<file path="config.mk">
export PLATFORM = sky130hd
export DESIGN_NAME = p23_rx_uart_cfg
export DESIGN_NICKNAME = d
export VERILOG_FILES = /design/src/rtl/p23_rx_uart_cfg.sv
export SDC_FILE = /design/constraint.sdc
export NUM_CORES = 1
export LEC_CHECK = 0
export ABC_AREA = 1
export CAP_MARGIN = 30
export CORE_AREA = 5 5 141 143
export DETAILED_ROUTE_END_ITERATION = 8
export DIE_AREA = 0 0 146 148
export PLACE_DENSITY_LB_ADDON = 0.25
export SLEW_MARGIN = 20
export SYNTH_ARGS = -nofsm -noshare
export SYNTH_HDL_FRONTEND = slang
export SYNTH_SLANG_ARGS = --single-unit
export TNS_END_PERCENT = 5
</file>
<file path="constraint.sdc">
create_clock -name clk -period 3.39 [get_ports clk]
set_input_delay 0.678 -clock clk [delete_from_list [all_inputs] [get_ports clk]]
set_output_delay 0.678 -clock clk [all_outputs]
set_load 0.01 [all_outputs]
</file>
<file path="src/rtl/p23_rx_uart_cfg.sv">
`default_nettype none
// +--------------------------------------------------------------------------+
// | Module   : p23_rx_uart_cfg                                               |
// | Purpose  : Parametrised receive UART. Configurable character length,     |
// |            runtime parity/stop-bit selection, glitch rejection on the    |
// |            start bit, receive FIFO with per-character framing/parity     |
// |            status and a sticky overrun flag.                             |
// | Optional : P23_RX_UART_BREAK_EN - break frames are not stored; they      |
// |            pulse break_det and the receiver waits for the line to rise.  |
// | Ports    : clk, resetn        - clock, async active-low reset            |
// |            rx_in              - serial line (idle high, asynchronous)    |
// |            div                - clocks per bit (0 and 1 act as 2)        |
// |            cfg_parity         - 00/11 none, 01 odd, 10 even              |
// |            cfg_stop2          - check two stop bits                      |
// |            data_rd, err_clr   - FIFO pop strobe, overrun clear           |
// |            data               - FIFO head word, all-ones when empty      |
// |            rx_avail, overrun  - FIFO not empty, sticky drop flag         |
// |            break_det          - one-cycle break pulse                    |
// | Revision : 1.0 - initial release                                         |
// +--------------------------------------------------------------------------+
module p23_rx_uart_cfg #(
   parameter int DATA_BITS  = 8,
   parameter int FIFO_DEPTH = 16,
   parameter int DIV_W      = 16
) (
   input  logic             clk,
   input  logic             resetn,
   input  logic             rx_in,
   input  logic [DIV_W-1:0] div,
   input  logic [1:0]       cfg_parity,
   input  logic             cfg_stop2,
   input  logic             data_rd,
   input  logic             err_clr,
   output logic [31:0]      data,
   output logic             rx_avail,
   output logic             overrun,
   output logic             break_det
);

   localparam int              AW       = $clog2(FIFO_DEPTH);
   localparam int              EW       = DATA_BITS + 2;
   localparam logic [2:0]      LAST_BIT = 3'(DATA_BITS - 1);
   localparam logic [DIV_W:0]  CNT_ONE  = (DIV_W+1)'(1);

   typedef enum logic [2:0] {
      IDLE   = 3'd0,
      START  = 3'd1,
      DATA   = 3'd2,
      PARITY = 3'd3,
      STOP1  = 3'd4,
      STOP2  = 3'd5,
      BRK    = 3'd6
   } state_t;

   state_t                 state_q;
   logic [2:0]             sync_q;
   logic [DIV_W:0]         cnt_q;
   logic [DIV_W-1:0]       div_q;
   logic [1:0]             par_q;
   logic                   stop2_q;
   logic [DATA_BITS-1:0]   sh_q;
   logic [2:0]             bit_q;
   logic                   pe_q;
   logic                   fe_q;
   logic                   push_q;
   logic [EW-1:0]          push_word_q;
`ifdef P23_RX_UART_BREAK_EN
   logic                   pbit_q;
   logic                   brk_q;
   logic                   w_is_brk;
`endif

   logic                   rx_s;
   logic                   w_fall;
   logic                   w_tick;
   logic [DIV_W-1:0]       w_div_eff;
   logic                   w_par_en;
   logic                   w_par_exp;
   logic                   w_fe_fin;
   logic                   w_done;

   assign rx_s      = sync_q[2];
   assign w_fall    = sync_q[2] & ~sync_q[1];
   assign w_tick    = (cnt_q == CNT_ONE);
   assign w_div_eff = (div < DIV_W'(2)) ? DIV_W'(2) : div;
   assign w_par_en  = par_q[0] ^ par_q[1];
   // Even parity bit is the XOR of the data; odd parity (01) inverts it.
   assign w_par_exp = (^sh_q) ^ par_q[0];
   // fe_q is still 0 in STOP1, so this covers both one- and two-stop frames.
   assign w_fe_fin  = fe_q | ~rx_s;
   assign w_done    = w_tick & (((state_q == STOP1) & ~stop2_q) | (state_q == STOP2));
`ifdef P23_RX_UART_BREAK_EN
   assign w_is_brk  = (sh_q == '0) & w_fe_fin & (~w_par_en | ~pbit_q);
`endif

   always_ff @(posedge clk or negedge resetn) begin
      if (!resetn) begin
         state_q     <= IDLE;
         sync_q      <= 3'b111;
         cnt_q       <= '0;
         div_q       <= '0;
         par_q       <= '0;
         stop2_q     <= 1'b0;
         sh_q        <= '0;
         bit_q       <= '0;
         pe_q        <= 1'b0;
         fe_q        <= 1'b0;
         push_q      <= 1'b0;
         push_word_q <= '0;
`ifdef P23_RX_UART_BREAK_EN
         pbit_q      <= 1'b0;
         brk_q       <= 1'b0;
`endif
      end else begin
         sync_q <= {sync_q[1:0], rx_in};
         push_q <= 1'b0;
`ifdef P23_RX_UART_BREAK_EN
         brk_q  <= 1'b0;
`endif
         case (state_q)
            IDLE: begin
               if (w_fall) begin
                  div_q   <= w_div_eff;
                  par_q   <= cfg_parity;
                  stop2_q <= cfg_stop2;
                  cnt_q   <= {2'b00, w_div_eff[DIV_W-1:1]};
                  bit_q   <= '0;
                  pe_q    <= 1'b0;
                  fe_q    <= 1'b0;
                  state_q <= START;
               end
            end
            START: begin
               if (w_tick) begin
                  cnt_q   <= {1'b0, div_q};
                  state_q <= rx_s ? IDLE : DATA;
               end else begin
                  cnt_q <= cnt_q - CNT_ONE;
               end
            end
            DATA: begin
               if (w_tick) begin
                  cnt_q <= {1'b0, div_q};
                  sh_q  <= {rx_s, sh_q[DATA_BITS-1:1]};
                  bit_q <= bit_q + 3'd1;
                  if (bit_q == LAST_BIT) begin
                     state_q <= w_par_en ? PARITY : STOP1;
                  end
               end else begin
                  cnt_q <= cnt_q - CNT_ONE;
               end
            end
            PARITY: begin
               if (w_tick) begin
                  cnt_q   <= {1'b0, div_q};
                  pe_q    <= (rx_s != w_par_exp);
`ifdef P23_RX_UART_BREAK_EN
                  pbit_q  <= rx_s;
`endif
                  state_q <= STOP1;
               end else begin
                  cnt_q <= cnt_q - CNT_ONE;
               end
            end
            STOP1: begin
               if (w_tick) begin
                  cnt_q <= {1'b0, div_q};
                  if (stop2_q) begin
                     fe_q    <= ~rx_s;
                     state_q <= STOP2;
                  end
               end else begin
                  cnt_q <= cnt_q - CNT_ONE;
               end
            end
            STOP2: begin
               if (!w_tick) begin
                  cnt_q <= cnt_q - CNT_ONE;
               end
            end
`ifdef P23_RX_UART_BREAK_EN
            BRK: begin
               if (rx_s) begin
                  state_q <= IDLE;
               end
            end
`endif
            default: state_q <= IDLE;
         endcase

         // Final stop sample: hand the character to the FIFO next cycle and
         // go straight back to IDLE without waiting out the stop bit.
         if (w_done) begin
`ifdef P23_RX_UART_BREAK_EN
            if (w_is_brk) begin
               brk_q   <= 1'b1;
               state_q <= BRK;
            end else begin
               push_q      <= 1'b1;
               push_word_q <= {pe_q, w_fe_fin, sh_q};
               state_q     <= IDLE;
            end
`else
            push_q      <= 1'b1;
            push_word_q <= {pe_q, w_fe_fin, sh_q};
            state_q     <= IDLE;
`endif
         end
      end
   end

`ifdef P23_RX_UART_BREAK_EN
   assign break_det = brk_q;
`else
   assign break_det = 1'b0;
`endif

   // ---------------- receive FIFO ----------------
   logic [EW-1:0] mem_q [FIFO_DEPTH];
   logic [AW:0]   wp_q, rp_q, wp_d, rp_d;
   logic          overrun_q;
   logic          w_empty, w_full, w_pop, w_wr, w_ovf;
   logic [EW-1:0] w_head;
   logic [7:0]    w_char8;

   assign w_empty = (wp_q == rp_q);
   assign w_full  = (wp_q[AW] != rp_q[AW]) && (wp_q[AW-1:0] == rp_q[AW-1:0]);
   assign w_pop   = data_rd & ~w_empty;
   // A push into a full FIFO succeeds only if the head leaves in the same cycle.
   assign w_wr    = push_q & (~w_full | w_pop);
   assign w_ovf   = push_q & w_full & ~w_pop;

   always_comb begin
      wp_d = wp_q + {{AW{1'b0}}, w_wr};
      rp_d = rp_q + {{AW{1'b0}}, w_pop};
   end

   always_ff @(posedge clk or negedge resetn) begin
      if (!resetn) begin
         wp_q      <= '0;
         rp_q      <= '0;
         overrun_q <= 1'b0;
      end else begin
         wp_q <= wp_d;
         rp_q <= rp_d;
         if (w_ovf) begin
            overrun_q <= 1'b1;
         end else if (err_clr) begin
            overrun_q <= 1'b0;
         end
      end
   end

   always_ff @(posedge clk) begin
      if (w_wr) begin
         mem_q[wp_q[AW-1:0]] <= push_word_q;
      end
   end

   assign w_head = mem_q[rp_q[AW-1:0]];

   always_comb begin
      w_char8                  = '0;
      w_char8[DATA_BITS-1:0]   = w_head[DATA_BITS-1:0];
   end

   assign data     = w_empty ? 32'hFFFF_FFFF
                             : {22'd0, w_head[EW-1], w_head[EW-2], w_char8};
   assign rx_avail = ~w_empty;
   assign overrun  = overrun_q;

endmodule
`default_nettype wire

</file>
## Word level (Yosys, flattened, before mapping)

Memories as Yosys holds them, arrays and structs flattened.
Index checks and enable logic that the tools add are counted.

- Muxes and demuxes: 31
- Reductions and logical operators: 16
- Add/subtract/negate cells: 4
- $lt $le $gt $ge: 1
- Equality and inequality tests: 25
- Bitwise operators: 18

Operators by type and width:

| kind | count |
|---|---|
| 17-bit 2-to-1 mux | 3 |
| 17-bit one-hot mux with 3 select lines | 1 |
| 3-bit 2-to-1 mux | 11 |
| 32-bit 2-to-1 mux | 1 |
| 3-bit inequality test, second input constant | 7 |
| 3-bit one-hot mux with 6 select lines | 1 |
| 17-bit by 1-bit equality test with 1-bit output, second input constant | 1 |
| 17-bit by 1-bit subtractor with 17-bit output, second input constant | 1 |
| 16-bit by 2-bit < comparator with 1-bit output, second input constant | 1 |
| 16-bit 2-to-1 mux | 1 |
| 2-bit inequality test, second input constant | 7 |
| 5-bit by 1-bit adder with 5-bit output | 2 |
| 3-bit equality test, second input constant | 3 |
| 1-bit 2-to-1 mux | 9 |
| 3-bit AND reduction | 3 |
| 8-bit AND reduction | 1 |
| 2-bit nonzero test | 4 |
| 8-bit XOR reduction | 1 |
| 1-bit AND | 7 |
| 3-bit by 2-bit equality test with 1-bit output, second input constant | 2 |
| 1-bit inverter | 6 |
| 3-bit one-hot mux with 2 select lines | 1 |
| 5-bit equality test | 1 |
| 4-bit equality test | 1 |
| 13 further kinds | 19 |

- Bits in registers: 77
- Output and inout port bits: 35
- Input bits: 24
- Memory bits (writable): 160
- Logic and storage cells: 111
- Memories: 1

Memories:

| memory | words | width | read ports | clocked after Yosys merged registers in | write ports | RTL line | text |
|---|---|---|---|---|---|---|---|
| mem_q | 16 | 10 | 1 | 0 | 1 | 219 | `logic [EW-1:0] mem_q [FIFO_DEPTH];` |

## Depth between registers and ports, before layout

Gate-level depths: netlist (run 1).

- Word-level depth: 7
- Mapped depth: 14
- Mapped depth without buffers: 13

## Least setup slack after synthesis (run 1)

No wires, ideal clock.

- Path kind: register to output
- Start point: register rp_q[0]
- End point: output data[0]
- Required time: 2.712 ns
- Arrival time: 2.078 ns
- Path buffers: 2
- Slack: 0.634 ns
- Cell stages (with the launch flop): 8
- Cell sequence: dfrtp_1 > buf_2 > xnor2_1 > nand4_1 > nor2_1 > inv_1 > buf_2 > nand4_1

- Longest elaborated chain between the ends: 2
- Elaborated cells between the ends (all ways): 3

RTL lines:

| item | RTL line | text |
|---|---|---|
| from (decl) | 220 | `logic [AW:0] wp_q, rp_q, wp_d, rp_d;` |
| from (signal assigned) | 245 | `rp_q <= rp_d;` |
| 5-bit equality test | 226 | `assign w_empty = (wp_q == rp_q);` |
| net w_empty | 222 | `logic w_empty, w_full, w_pop, w_wr, w_ovf;` |
| 32-bit 2-to-1 mux | 267 | `assign data = w_empty ? 32'hFFFF_FFFF` |
| to (decl) | 34 | `output logic [31:0] data,` |

The timed path passes the listed nets, and every way through them passes these cells.

## Worst setup path in the final report (run 1)

- Start point: register rp_q[1]
- End point: output data[5]

- Longest elaborated chain between the ends: 2
- Elaborated cells between the ends (all ways): 3

RTL lines:

| item | RTL line |
|---|---|
| memory 16 x 10 bit / 5-bit equality test (equally long branches) | -- |
| 32-bit 2-to-1 mux * | 267 |

Mark *: on every way between the ends. The rest lies on a longest branch, timed or not.

==> results of run 1 <==
[critical path: cells and delay by family, from the launching register on]
family	cells	cell delay, ns
AND/OR/NAND/NOR	2	0.31
AO/OA/AOI/OAI	2	0.38
flip-flops	1	0.48
buffers and inverters	2	0.88
[where the power goes]
group	internal, mW	switching, mW	leakage, nW	total, mW
Combinational	1.42	2.35	2.18	3.77
Sequential	3.35	0.277	2.47	3.62
Clock	1.48	1.08	0.385	2.56
Total	6.24	3.71	5.04	9.95
[logic make-up (layout without fill, tap and decap cells)]
| family | after synthesis | after routing | synth area share, % |
|---|---|---|---|
| compound gates | 171 | 171 | 8.95 |
| xor+xnor | 27 | 27 | 2.18 |
| fa+ha+maj | 8 | 8 | 0.921 |
| buf+inv | 153 | 215 | 6.57 |
| flops | 237 | 237 | 62.0 |
| other cells | 1 | 1 | 0.0345 |
| simple gates | 505 | 505 | 19.4 |
[flip-flops by register name, summed over array words and instances (netlist names)]
signal,count
bit_q,3
cnt_q,17
div_q,16
fe_q,1
mem_q,160
overrun,1
par_q,2
pe_q,1
push_q,1
push_word_q,10
rp_q,5
sh_q,8
state_q,3
stop2_q,1
sync_q,3
wp_q,5
[routing by layer]
metal,part of all wire [%],wire length [um]
met1,43,10100
met2,48,11100
met3,6.8,1590
met4,2.6,602
met5,0,0
[path summary, 6_finish.rpt]
| path | depth (start not counted) | to | slack (ns) |
|---|---|---|---|
| max | 6 | data[5] | 0.13 |
| min | 1 | cnt_q[4] | 0.1 |
| max reg2reg | 10 | wp_q[4] | 1.07 |
| min reg2reg | 0 | sync_q[1] | 0.36 |
| max in group asynchronous | 2 | sync_q[1] | 2.65 |
| min in group clk | 0 | sync_q[1] | 0.36 |
[final cells by class]
| cell class | instances | area (um2) |
|---|---|---|
| multi-input combinational | 712 | 3420 |
| fill | 1380 | 6090 |
| tap | 234 | 293 |
| inverter | 85 | 328 |
| timing repair buffer | 86 | 818 |
| clock inverter | 12 | 95.1 |
| clock buffer | 32 | 672 |
| sequential | 237 | 6740 |
[placed cells by master, fill, tap and decap left out, drive strengths merged, types with 30 or more instances in the layout]
cell type / synthesis / layout
nand3: 54 / 54
dfrtp: 74 / 74
inv: 83 / 84
clkbuf: 27 / 32
nand2: 219 / 219
clkdlybuf4s50: 0 / 56
buf: 41 / 30
edfxtp: 160 / 160
o21ai: 123 / 123
nor2: 214 / 214
[through the flow]
stage          power [mW]  instances  utilization (%)  setup slack (ns)  hold slack, ns
6_report             9.95       1398             67.0             0.135          0.0965
5_1_grt              10.6       1398             67.0            0.0231           0.114
4_1_cts              9.98       1398             67.0            0.0340          0.0984
3_5_place_dp         7.40       1354             62.8             0.587           0.348
3_3_place_gp         7.33       1353             62.7             0.655           0.347
2_1_floorplan        6.32       1102                -             0.634           0.345
==> impl_summary.txt, run 1 <==
----------------------------------------------------
[Run status]
  Run status ... completed

[Logic synthesis]
  Post-synth EDFFs ... 160
  Top post-synthesis cells by area ... sky130_fd_sc_hd__edfxtp_1 (44%), sky130_fd_sc_hd__dfrtp_1 (17%), sky130_fd_sc_hd__nand2_1 (7.4%), sky130_fd_sc_hd__nor2_1 (7.1%), sky130_fd_sc_hd__o21ai_0 (5.1%)
  Post-synthesis average cell area ... 9.86 um2
  Number of register bits inferred by synthesis ... roughly 240
  Net Count, Synth ... approximately 1100
  Sequential element share of the synthesized area ... 62.0%
  Cell accounting for the most synthesized area ... sky130_fd_sc_hd__edfxtp_1
  Most numerous cell in the Yosys netlist ... sky130_fd_sc_hd__nand2_1
  Leading post-synthesis cells by instance count ... sky130_fd_sc_hd__nand2_1 (213), sky130_fd_sc_hd__nor2_1 (207), sky130_fd_sc_hd__edfxtp_1 (160)
  Total standard cell area after synthesis ... 10900 um2
  Yosys cell types ... 36
  Gate Count Post-Synth ... around 1100
  Share of synthesized flip-flops with an asynchronous set or reset ... around a third
  Most used flip-flop cell after synthesis ... sky130_fd_sc_hd__edfxtp_1
  Count of warnings emitted by yosys ... 0
  Share of the synthesized area in the top cell type ... 44.2%

[Global route]
  Via count of the first global-routing pass ... around 7300
  Met3 layer usage reported by global route ... 3.03%
  GRT Residual Overflow ... 0
  Met2 Resource Use GR ... a little over a third
  Number of antenna violations at the first check in global routing ... 0
  GR met1 Demand/Resource ... a little under a third
  Largest net degree at the start of global routing ... 59
  First-pass GRT wire length ... roughly 38000 um
  Most used routing layer in global routing ... met2
  Total routing resource utilization after global routing ... 21.8%

[Die]
  Core box area ... roughly 18000 um2
  Effective utilization at floorplan ... around three fifths
  Full die area ... 21600 um2
  Site Rows ... 50
  Die outline width ... about 150 um
  Ports ... 59
  Die extent in y ... around 150 um

[Timing]
  Setup Total Neg Slack ... 0 ns
  Highest attainable clock frequency ... about 310 MHz
  RSZ-0062 raised after global routing ... false
  Worst Clk Skew ... ~0.018 ns
  Headroom to the max-slew limit ... around 50%
  Final Critical Period ... ~3.3 ns
  Max-slew violation total from the final report ... 0
  Total count of hold-check failures in the final report ... 0
  Number of endpoints failing setup at the final stage ... 0
  Ratio of final minimum period to clock period ... between 90% and 100%
  Slew at the pin closest to its max-slew limit ... roughly 0.74 ns

[Hold path]
  Path class of the lowest-slack min-delay path ... in2async

[Drt]
  Total routed wirelength ... between 20000 and 25000 um
  Antenna Violating Nets Remaining ... 0
  Routed len/inst ... between 15 and 20 um
  First-pass DRT Iterations ... 5
  Remaining design rule violation count ... 0
  Via count ... about 7700
  Vias per cell ... approximately 5.5
  Initial drt markers ... 620

[Worst setup path]
  Required time of the critical path ... 2.71 ns
  Reg2reg start ... rp_q[2]
  Critical Path Sink Type ... primary output
  Top fanout value on the critical path ... 26
  Startpoint of the most critical setup path ... rp_q[1]
  Max stage delay cell, worst path ... sky130_fd_sc_hd__clkdlybuf4s50_1
  Worst endpoint data arrival time ... around 2.6 ns
  Longest individual stage delay on the worst path ... between 0.5 and 0.6 ns
  Critical Setup Path Class ... reg2out
  Cell breakdown of the critical path ... buf_4, o21ai_0, o211ai_1, nand3_1, nand4_1, clkdlybuf4s50_1
  Critical Path Source Type ... flop

[Run]
  MaxCap Viol Count ... 0

[Clock network]
  Sink Count ... approximately 240
  # Post-CTS Setup Buffers ... 0
  Clock transition at the registers of the reported paths ... ~0.060 ns
  Clock root buffer master ... sky130_fd_sc_hd__clkbuf_16
  # H-tree levels ... 1
  Clock buffer count from CTS ... 25
  Post-CTS Hold Buffers ... 0
  Insertion delay to the later sink of the worst-skew pair ... between 0.5 and 0.6 ns
  CTS tree ... yes
  Clk buf depth ... 3
  Count of instances resized after the clock tree is built ... 0

[Cells and area]
  Share of post-route cells with drive strength above 1 ... under 10%
  Area added between synthesis and finish ... 13.8%
  Final-stage net count ... approximately 1200
  Final cell area excluding filler cells ... between 10000 and 15000 um2
  Antenna cell count ... 0

[Place]
  Detailed placement HPWL ... 15400 um
  Last weighted congestion value of the routability-driven placer ... 0.856
  Placed standard-cell area ... roughly 12000 um2
  IO buf count ... 57

[Pwr]
  Power per unit of standard cell area ... approximately 800 nW/um2
  VDD IR-drop max ... around 0.6 mV
  Total leakage power ... about 5.0 nW

----------------------------------------------------
Power figures use the tool's default switching activity.
==> run 2, diff against run 1 <==
--- a/config.mk
+++ b/config.mk
@@ -8,6 +8,7 @@
 export ABC_AREA = 1
 export CAP_MARGIN = 30
 export CORE_AREA = 5 5 141 143
+export CTS_CLUSTER_SIZE = 10
 export DETAILED_ROUTE_END_ITERATION = 8
 export DIE_AREA = 0 0 146 148
 export PLACE_DENSITY_LB_ADDON = 0.25
==> run 2 against run 1 <==
Effect of this change:
- non-clock buffer count did not move
- largest power group unchanged
- clock skew is 0.0055 ns lower
- design area is essentially flat
- register-to-register slack got worse by 0.02 ns
- fmax is 0.19% higher
- worst hold slack worse by 0.0024 ns
- combinational power is essentially flat
- largest cell class unchanged
==> impl_summary.txt, run 2 (synthesized netlist as in run 1, its figures left out) <==
----------------------------------------------------
[Timing]
  Slew at the pin closest to its max-slew limit ... 0.742 ns (+0.00633 ns)
  Max-slew violation total from the final report ... 0 (unchanged)
  Highest attainable clock frequency ... 308 MHz (+0.19%)
  RSZ-0062 raised after global routing ... true
  Number of endpoints failing setup at the final stage ... 0 (unchanged)
  Worst Clk Skew ... 0.0123 ns (-0.00554 ns)
  Ratio of final minimum period to clock period ... 95.8% (-0.18 points)
  Total count of hold-check failures in the final report ... 0 (unchanged)
  Final Critical Period ... 3.25 ns (-0.00620 ns)
  Headroom to the max-slew limit ... 50.5% (-0.42 points)
  Post-route setup slack ... 0.141 ns (+0.00620 ns)

[Cells and area]
  Share of post-route cells with drive strength above 1 ... 8.21% (-0.90 points)
  Area of all sequential standard cells ... 6740 um2 (unchanged)
  Area added between synthesis and finish ... 13.8% (about the same)
  Fill cells ... 1382 (+0.14%)
  Most common library cell in the layout ignoring fill and taps ... sky130_fd_sc_hd__nand2_1
  Footprint of the multi-input gates ... 3420 um2 (unchanged)
  Number of flip-flops in the largest register ... 160 (unchanged)
  Antenna cell count ... 0 (unchanged)
  Most frequent cells in the layout ... sky130_fd_sc_hd__nand2_1 (213), sky130_fd_sc_hd__nor2_1 (206), sky130_fd_sc_hd__edfxtp_1 (160)
  Final-stage net count ... 1181 (+0.17%)

[Worst setup path]
  Critical Setup Path Class ... reg2out
  Critical Path Source Type ... flop
  Critical R2R Capture ... wp_q[2]
  Path depth of the worst reg2reg path ... 9 (-1)
  Required time of the critical path ... 2.71 ns (about the same)
  Startpoint of the most critical setup path ... rp_q[2]
  Worst endpoint data arrival time ... 2.57 ns (about the same)
  R2R Setup Slk ... 1.05 ns (-0.02 ns)
  Reg2reg start ... rp_q[2]
  Critical Path Sink Type ... primary output
  Top fanout value on the critical path ... 23 (-12%)

[Clock network]
  Sink Count ... 237 (unchanged)
  Clock root buffer master ... sky130_fd_sc_hd__clkbuf_16
  Clock buffer count from CTS ... 27 (+8.0%)
  Insertion delay to the later sink of the worst-skew pair ... 0.52 ns (about the same)
  Clock transition at the registers of the reported paths ... 0.06 ns (about the same)
  # H-tree levels ... 1 (unchanged)
  Clk buf depth ... 3 (unchanged)
  CTS tree ... yes

[Die]
  Effective utilization at floorplan ... 58.9% (unchanged)
  Die extent in y ... 148 um (unchanged)
  Site Rows ... 50 (unchanged)
  Full die area ... 21600 um2 (unchanged)
  Die outline width ... 146 um (unchanged)
  Core box area ... 18500 um2 (unchanged)
  Ports ... 59 (unchanged)

[Global route]
  First-pass GRT wire length ... 38100 um (-0.68%)
  GRT Residual Overflow ... 0 (unchanged)
  Via count of the first global-routing pass ... 7328 (-0.27%)
  Largest net degree at the start of global routing ... 59 (unchanged)
  Number of antenna violations at the first check in global routing ... 0 (unchanged)
  Total routing resource utilization after global routing ... 21.7% (-0.14 points)

[Pwr]
  Post-layout power ... 9.93 mW (-0.20%)
  Power per unit of standard cell area ... 803 nW/um2 (-0.23%)
  Total leakage power ... 5.02 nW (-0.40%)
  VDD IR-drop max ... 0.619 mV (+1.4%)

[Drt]
  Remaining design rule violation count ... 0 (unchanged)
  Routed len/inst ... 16.7 um (-0.41%)
  First-pass DRT Iterations ... 5 (unchanged)
  Vias per cell ... 5.49 (-0.36%)
  Initial drt markers ... 563 (-9.2%)
  Antenna Violating Nets Remaining ... 0 (unchanged)
  Via count ... 7711 (+0.065%)
  Total routed wirelength ... 23400 um (about the same)

[Run]
  MaxCap Viol Count ... 0 (unchanged)

[Place]
  Detailed placement HPWL ... 15400 um (unchanged)
  IO buf count ... 57 (unchanged)
  Last weighted congestion value of the routability-driven placer ... 0.856 (unchanged)
  Pre-CTS setup slack ... 0.587 ns (unchanged)

[Run status]
  Run status ... completed

[Hold path]
  Path class of the lowest-slack min-delay path ... in2async

----------------------------------------------------
==> run 2: cell types whose count changed in the layout (fill, tap and decap cells not counted), sizes merged <==
cell,before,now
inv,84,83
bufinv,1,0
clkbuf,32,49
clkinv,11,2
==> run 2: per-stage QoR <==
step	std cells	TNS [ns]	hold slack [ns]	utilization, %	area [um2]
finish	1404	0	0.0940	67.0	12400
floorplan	1102	0	0.345	-	10900
global route	1404	-0.00361	0.110	67.0	12400
detailed placement	1354	0	0.348	62.8	11600
global placement	1353	0	0.347	62.7	11600
CTS	1404	0	0.0866	67.0	12400
==> run 2: worst max-delay path, cell delays in order, from the launching register on <==
cell and delay, ns:
sky130_fd_sc_hd__dfrtp_1 0.58, sky130_fd_sc_hd__xnor2_1 0.18, sky130_fd_sc_hd__nand4_1 0.15, sky130_fd_sc_hd__nor2_1 0.16
sky130_fd_sc_hd__buf_4 0.26, sky130_fd_sc_hd__nor2_1 0.09, sky130_fd_sc_hd__nand2_1 0.09, sky130_fd_sc_hd__clkdlybuf4s50_1 0.54
==> run 2: layout make-up <==
class	instances	share of cell area (%)
Timing Repair Buffer	86	6.65
Inverter	85	2.65
Clock buffer	49	6.13
Sequential cell	237	54.5
Multi-Input combinational cell	712	27.7
Clock inverter	1	0.0708
Tap cell	234	2.37
==> run 2: how the worst max path moves through the flow <==
stage          endpoint  slack [ns]  depth (start not counted)
6_report        data[8]        0.14                          7
4_1_cts         data[8]        0.03                          8
5_1_grt         data[8]      -0.004                          7
3_5_place_dp    data[8]        0.59                          8
3_3_place_gp    data[8]        0.65                          8
2_1_floorplan   data[0]        0.63                          7
==> run 2: timing repair <==
action / 4_1_cts / 5_1_grt
setup buffers: 0 / 0
hold buffers: 0 / 0
resized for setup: 0 / 4
setup endpoints to repair: 0 / 10
==> run 2: layer usage <==
metal	share of wire (%)	up-vias	track usage (%)
met3	7.1	37	3.19
met2	48	288	36.0
met4	2.3	0	6.07
li1	-	3752	-
met5	0	-	0
met1	43	3634	30.2
==> run 2: report_power, final <==
part	switching (mW)	total, mW	internal [mW]
Combinational	2.32	3.75	1.42
Clock	1.06	2.56	1.49
Sequential	0.277	3.62	3.35
Total	3.67	9.93	6.27
